### src/rtl/mips_pkg.sv
// Shared definitions for the multicycle MIPS control path.
// Holds the opcodes, the AluOp / ALUSrcB / PCSource encodings, the FSM state
// encoding and the packed bundle of datapath control signals.
package mips_pkg;

  localparam logic [5:0] OP_RTYPE = 6'b000000;
  localparam logic [5:0] OP_LW    = 6'b100011;
  localparam logic [5:0] OP_SW    = 6'b101011;
  localparam logic [5:0] OP_BEQ   = 6'b000100;
  localparam logic [5:0] OP_J     = 6'b000010;
  localparam logic [5:0] OP_ADDI  = 6'b001000;

  localparam logic [1:0] ALUOP_ADD   = 2'b00;
  localparam logic [1:0] ALUOP_SUB   = 2'b01;
  localparam logic [1:0] ALUOP_FUNCT = 2'b10;

  localparam logic [1:0] SRCB_REG     = 2'b00;
  localparam logic [1:0] SRCB_FOUR    = 2'b01;
  localparam logic [1:0] SRCB_IMM     = 2'b10;
  localparam logic [1:0] SRCB_IMM_SH2 = 2'b11;

  localparam logic [1:0] PCSRC_ALU    = 2'b00;
  localparam logic [1:0] PCSRC_ALUOUT = 2'b01;
  localparam logic [1:0] PCSRC_JUMP   = 2'b10;

  typedef enum logic [3:0] {
    FETCH     = 4'd0,
    DECODE    = 4'd1,
    MEM_ADDR  = 4'd2,
    MEM_READ  = 4'd3,
    MEM_WB    = 4'd4,
    MEM_WRITE = 4'd5,
    EXECUTE   = 4'd6,
    R_WB      = 4'd7,
    BRANCH    = 4'd8,
    JUMP      = 4'd9,
    ADDI_EX   = 4'd10,
    ADDI_WB   = 4'd11
  } state_e;

  typedef struct packed {
    logic       pc_write;
    logic       pc_write_cond;
    logic       i_or_d;
    logic       mem_read;
    logic       mem_write;
    logic       ir_write;
    logic       mem_to_reg;
    logic       reg_dst;
    logic       reg_write;
    logic       alu_src_a;
    logic [1:0] alu_src_b;
    logic [1:0] alu_op;
    logic [1:0] pc_source;
  } ctrl_t;

endpackage

### src/rtl/mips_ctrl_decode.sv
// Moore output decode for the multicycle MIPS control FSM.
// Ports:
//   state - current FSM state (raw 4-bit value; 12-15 decode to all zero)
//   ready - effective memory ready; gates IRWrite/PCWrite in FETCH
//   ctrl  - bundle of datapath enables and mux selects
module mips_ctrl_decode
  import mips_pkg::*;
(
  input  logic [3:0] state,
  input  logic       ready,
  output ctrl_t      ctrl
);

  always_comb begin
    // NOTE: every output gets a default before the case so no path leaves a
    // signal unassigned, which would otherwise infer a latch.
    ctrl = '0;
    case (state)
      FETCH: begin
        ctrl.mem_read  = 1'b1;
        ctrl.alu_src_b = SRCB_FOUR;
        ctrl.alu_op    = ALUOP_ADD;
        ctrl.pc_source = PCSRC_ALU;
        // PC+4 and the IR are only committed once the fetch actually lands.
        ctrl.ir_write  = ready;
        ctrl.pc_write  = ready;
      end
      DECODE: begin
        // Precompute the branch target while the opcode is decoded.
        ctrl.alu_src_b = SRCB_IMM_SH2;
        ctrl.alu_op    = ALUOP_ADD;
      end
      MEM_ADDR, ADDI_EX: begin
        ctrl.alu_src_a = 1'b1;
        ctrl.alu_src_b = SRCB_IMM;
        ctrl.alu_op    = ALUOP_ADD;
      end
      MEM_READ: begin
        ctrl.mem_read = 1'b1;
        ctrl.i_or_d   = 1'b1;
      end
      MEM_WB: begin
        ctrl.reg_write  = 1'b1;
        ctrl.mem_to_reg = 1'b1;
      end
      MEM_WRITE: begin
        ctrl.mem_write = 1'b1;
        ctrl.i_or_d    = 1'b1;
      end
      EXECUTE: begin
        ctrl.alu_src_a = 1'b1;
        ctrl.alu_src_b = SRCB_REG;
        ctrl.alu_op    = ALUOP_FUNCT;
      end
      R_WB: begin
        ctrl.reg_write = 1'b1;
        ctrl.reg_dst   = 1'b1;
      end
      BRANCH: begin
        ctrl.alu_src_a     = 1'b1;
        ctrl.alu_src_b     = SRCB_REG;
        ctrl.alu_op        = ALUOP_SUB;
        ctrl.pc_write_cond = 1'b1;
        ctrl.pc_source     = PCSRC_ALUOUT;
      end
      JUMP: begin
        ctrl.pc_write  = 1'b1;
        ctrl.pc_source = PCSRC_JUMP;
      end
      ADDI_WB: begin
        ctrl.reg_write = 1'b1;
      end
      default: ctrl = '0;
    endcase
  end

endmodule

### src/rtl/mips_multicycle_control.sv
// Main control FSM for the multicycle MIPS datapath (R-type, lw, sw, beq, j,
// addi). Holds the state register and next-state logic; outputs come from
// mips_ctrl_decode.
// Ports:
//   clk, reset          - rising-edge clock, asynchronous active-high reset
//   opcode              - instr[31:26] from the instruction register
//   mem_ready           - memory finished the current access this cycle
//   PCWrite..PCSource   - datapath enables and mux selects
//   illegal_op          - one-cycle pulse in DECODE on an unsupported opcode
//   state_o             - current state, for debug
module mips_multicycle_control
  import mips_pkg::*;
#(
  parameter int USE_MEM_READY = 1,
  parameter int STATE_W       = 4
) (
  input  logic               clk,
  input  logic               reset,
  input  logic [5:0]         opcode,
  input  logic               mem_ready,
  output logic               PCWrite,
  output logic               PCWriteCond,
  output logic               IorD,
  output logic               MemRead,
  output logic               MemWrite,
  output logic               IRWrite,
  output logic               MemtoReg,
  output logic               RegDst,
  output logic               RegWrite,
  output logic               ALUSrcA,
  output logic [1:0]         ALUSrcB,
  output logic [1:0]         AluOp,
  output logic [1:0]         PCSource,
  output logic               illegal_op,
  output logic [STATE_W-1:0] state_o
);

  logic [3:0] state_q;
  logic [3:0] state_d;
  logic       ready;
  ctrl_t      ctrl;

  assign ready = (USE_MEM_READY != 0) ? mem_ready : 1'b1;

  always_ff @(posedge clk or posedge reset) begin
    // NOTE: sequential state uses non-blocking assignment so every flop
    // samples pre-edge values regardless of block ordering.
    if (reset) state_q <= FETCH;
    else       state_q <= state_d;
  end

  always_comb begin
    state_d    = FETCH;
    illegal_op = 1'b0;
    case (state_q)
      FETCH:     state_d = ready ? DECODE : FETCH;
      DECODE: begin
        case (opcode)
          OP_LW, OP_SW: state_d = MEM_ADDR;
          OP_RTYPE:     state_d = EXECUTE;
          OP_BEQ:       state_d = BRANCH;
          OP_J:         state_d = JUMP;
          OP_ADDI:      state_d = ADDI_EX;
          default: begin
            state_d    = FETCH;
            illegal_op = 1'b1;
          end
        endcase
      end
      // The IR still holds lw or sw here, so the opcode is stable.
      MEM_ADDR:  state_d = (opcode == OP_SW) ? MEM_WRITE : MEM_READ;
      MEM_READ:  state_d = ready ? MEM_WB : MEM_READ;
      MEM_WRITE: state_d = ready ? FETCH : MEM_WRITE;
      EXECUTE:   state_d = R_WB;
      ADDI_EX:   state_d = ADDI_WB;
      // MEM_WB, R_WB, BRANCH, JUMP, ADDI_WB and unused codes all go to FETCH.
      default:   state_d = FETCH;
    endcase
  end

  mips_ctrl_decode u_decode (
    .state (state_q),
    .ready (ready),
    .ctrl  (ctrl)
  );

  assign PCWrite     = ctrl.pc_write;
  assign PCWriteCond = ctrl.pc_write_cond;
  assign IorD        = ctrl.i_or_d;
  assign MemRead     = ctrl.mem_read;
  assign MemWrite    = ctrl.mem_write;
  assign IRWrite     = ctrl.ir_write;
  assign MemtoReg    = ctrl.mem_to_reg;
  assign RegDst      = ctrl.reg_dst;
  assign RegWrite    = ctrl.reg_write;
  assign ALUSrcA     = ctrl.alu_src_a;
  assign ALUSrcB     = ctrl.alu_src_b;
  assign AluOp       = ctrl.alu_op;
  assign PCSource    = ctrl.pc_source;
  assign state_o     = STATE_W'(state_q);

endmodule

### config.mk
export PLATFORM = sky130hd
export DESIGN_NAME = mips_multicycle_control
export DESIGN_NICKNAME = d
export VERILOG_FILES = /design/src/rtl/mips_pkg.sv /design/src/rtl/mips_ctrl_decode.sv /design/src/rtl/mips_multicycle_control.sv
export SDC_FILE = /design/constraint.sdc
export NUM_CORES = 1
export LEC_CHECK = 0
export CELL_PAD_IN_SITES_DETAIL_PLACEMENT = 1
export CELL_PAD_IN_SITES_GLOBAL_PLACEMENT = 2
export CORE_AREA = 2 2 77 42
export CTS_CLUSTER_DIAMETER = 200
export CTS_CLUSTER_SIZE = 12
export DETAILED_ROUTE_END_ITERATION = 7
export DIE_AREA = 0 0 79 44
export GPL_TIMING_DRIVEN = 1
export PLACE_DENSITY = 0.88
export SETUP_SLACK_MARGIN = 0.1
export SYNTH_ARGS = -nofsm -noshare
export SYNTH_HDL_FRONTEND = slang
export SYNTH_SLANG_ARGS = --single-unit
### constraint.sdc
create_clock -name clk -period 2.4 [get_ports clk]
set_input_delay 0.48 -clock clk [delete_from_list [all_inputs] [get_ports clk]]
set_output_delay 0.48 -clock clk [all_outputs]
set_load 0.1 [all_outputs]
==> metrics.csv <==
metric;value;unit
status;completed;
cts-root-buf;clkbuf_8;
die_w;79;um
synth_edf_count;0;
ff_latch_area;115;um2
drt_pass1_iterations;4;
synth.area.top_cells;dfrtp_1 (19%), nor2_1 (8.7%), nor3_1 (6.8%);
hpwl;2150;um
critPathRequiredTime;1.92;ns
cap_violations;0;
synth_ff_type;dfrtp_1;
synth-seq-cells;4;
antenna_found_initial;0;
synth_most_common_cell;nor2_1;
drive_gt1_share;60.7;%
cts_num_sinks;4;
nets;128;
drt_wl_total;2680;um
insertedDiodeCount;0;
gp_congestion;0.792;
fillerInstances;329;
crit_family;simple AND/OR/NAND/NOR gates;
r2r_setup_slack;0.81;ns
tightest_slew;0.374;ns
drv_slew;0;
insertion_delay;0.22;ns
start_util;18.2;%
cp.arrival;1.79;ns
numCtsBuffers;3;
row_count;14;
avgSynthCellArea;6.97;um2
synth.cell_area;515;um2
clk_pin_slew;0.03;ns
grt.total_usage;16.9;%
synth_top_cell_by_area;dfrtp_1;
wl_per_cell;17.1;um
die_y;44;um
vias;788;
grt_pass1_wl;4280;um
yosysWarnings;0;
cp_num_buf_inv;3;
hp-class;in -> async;
clockBufferDepth;2;
synthTopCellsByCount;nor2_1 (12), nor3_1 (7), nand2b_1 (5), o21ai_0 (5);
final-setup-viol-count;0;
dieArea;3480;um2
multi_input_area;536;um2
seq_area_frac_synth;19.4;%
fin_area;1310;um2
syn_inst;74;
vias_per_cell;5.02;
grt_max_degree;13;
crit_type;in -> out;
crit_chain;dlygate4sd2_1 -> or4_4 -> nor3_4 -> buf_6 -> nor4b_4 -> buf_12;
place_area;1240;um2
ant_nets;0;
endpoint_kind;output pin;
final_hold_viol_count;0;
critPathLaunchType;input pin;
synth_cell_types;31;
cp_slowest_cell;or4_4;
grt_use_met3;2.50;%
setup_slack;0.127;ns
path_max_fanout;2;
grt_most_used_layer;met2;
synth_top_area_share;19.4;%
grt_pass1_vias;820;
drt-initial-drc-count;67;
grt_use_met1;19.2;%
finalClockSkew;0.000811;ns
ioPinCount;30;
min_period;2.27;ns
core-area;2840;um2
largest_reg_flops;4;
h-tree-depth;1;
syn_nets;83;
area_delta_synth_final;153;%
drc;0;
max_stage_delay;0.54;ns
dp_slack;-0.158;ns
finalCritPeriodShare;94.7;%
max_clock_freq;440;MHz
cts_tree;done;
grt_overflow;0;
portBuffers;29;
relSlewSlack;75.0;%
rsz0062_at_grt;false;
met2_usage;30.7;%
postSynth.asyncResetShare;100;%
-- timing repair --
action                     CTS  global route
setup endpoints to repair    1             1
buffers inserted             3             0
hold buffers                 0             0
pin swaps                    3             3
gates resized for setup     10             8
-- logic make-up after synthesis --
group	after synthesis	synth area share [%]
simple gates	44	48.5
compound gates	17	20.9
buf+inv	6	5.82
flops	4	19.4
xor+xnor	2	3.40
mux	1	1.94
-- routing by layer --
layer	wire, um	share of wire, %
met5	0	0
met4	132	4.9
met3	131	4.9
met2	1320	49
met1	1100	41
-- worst reg2reg max path: stages, from the launching register on --
cell and delay, ns:
dfrtp_4 0.57, or2_2 0.44, nor3b_1 0.25, o21ai_0 0.10
o311ai_0 0.10
-- cell usage in the layout (no fill, tap or decap), drive strengths merged --
cell type / Yosys / layout
o221ai: 1 / 1
nand2b: 5 / 5
xor2: 1 / 1
or2: 3 / 3
buf: 4 / 37
nand2: 3 / 3
o21ai: 5 / 5
or3: 1 / 1
nand3: 2 / 2
o211ai: 2 / 2
clkbuf: 1 / 6
a211oi: 1 / 1
o311ai: 1 / 1
nor3b: 3 / 3
or4: 1 / 1
nor4b: 3 / 3
clkdlybuf4s15: 0 / 1
dlygate4sd2: 0 / 2
o22ai: 1 / 1
a21oi: 4 / 4
and2: 1 / 1
nor2b: 2 / 2
clkdlybuf4s50: 0 / 2
a211o: 1 / 1
xnor2: 1 / 1
dfrtp: 4 / 4
mux2i: 1 / 1
nor3: 7 / 7
a22oi: 1 / 1
inv: 1 / 1
nand4: 1 / 1
nor2: 12 / 12
-- cell type report --
class / count / share of cell area (%)
timing repair buffer: 45 / 42.9
multi-input combinational: 64 / 41.0
sequential: 4 / 8.81
tap: 40 / 3.83
clock buffer: 3 / 3.16
inverter: 1 / 0.287
-- final timing paths --
path                                 start  cells after the start          to
worst max-delay path             opcode[0]                      6  illegal_op
worst min-delay path                 reset                      2  state_o[2]
worst max register to register  state_o[2]                      4  state_o[1]
worst min register to register  state_o[3]                      1  state_o[2]
max in group asynchronous            reset                      2  state_o[1]
min in group clk                state_o[3]                      1  state_o[2]
-- stage by stage --
stage	setup TNS (ns)	hold WS [ns]	utilization [%]	std cells
final	0	0.456	46.0	157
after global routing	0	0.474	46.0	157
after CTS	0	0.459	45.9	157
after detailed placement	-0.158	0.698	43.6	151
after global placement	-0.0340	0.676	43.6	151
after floorplan	-1.81	0.246	-	74
Power is left out: the tool's default activity adds up to more than one toggle a clock period on the data nets, which glitch-free logic cannot reach.
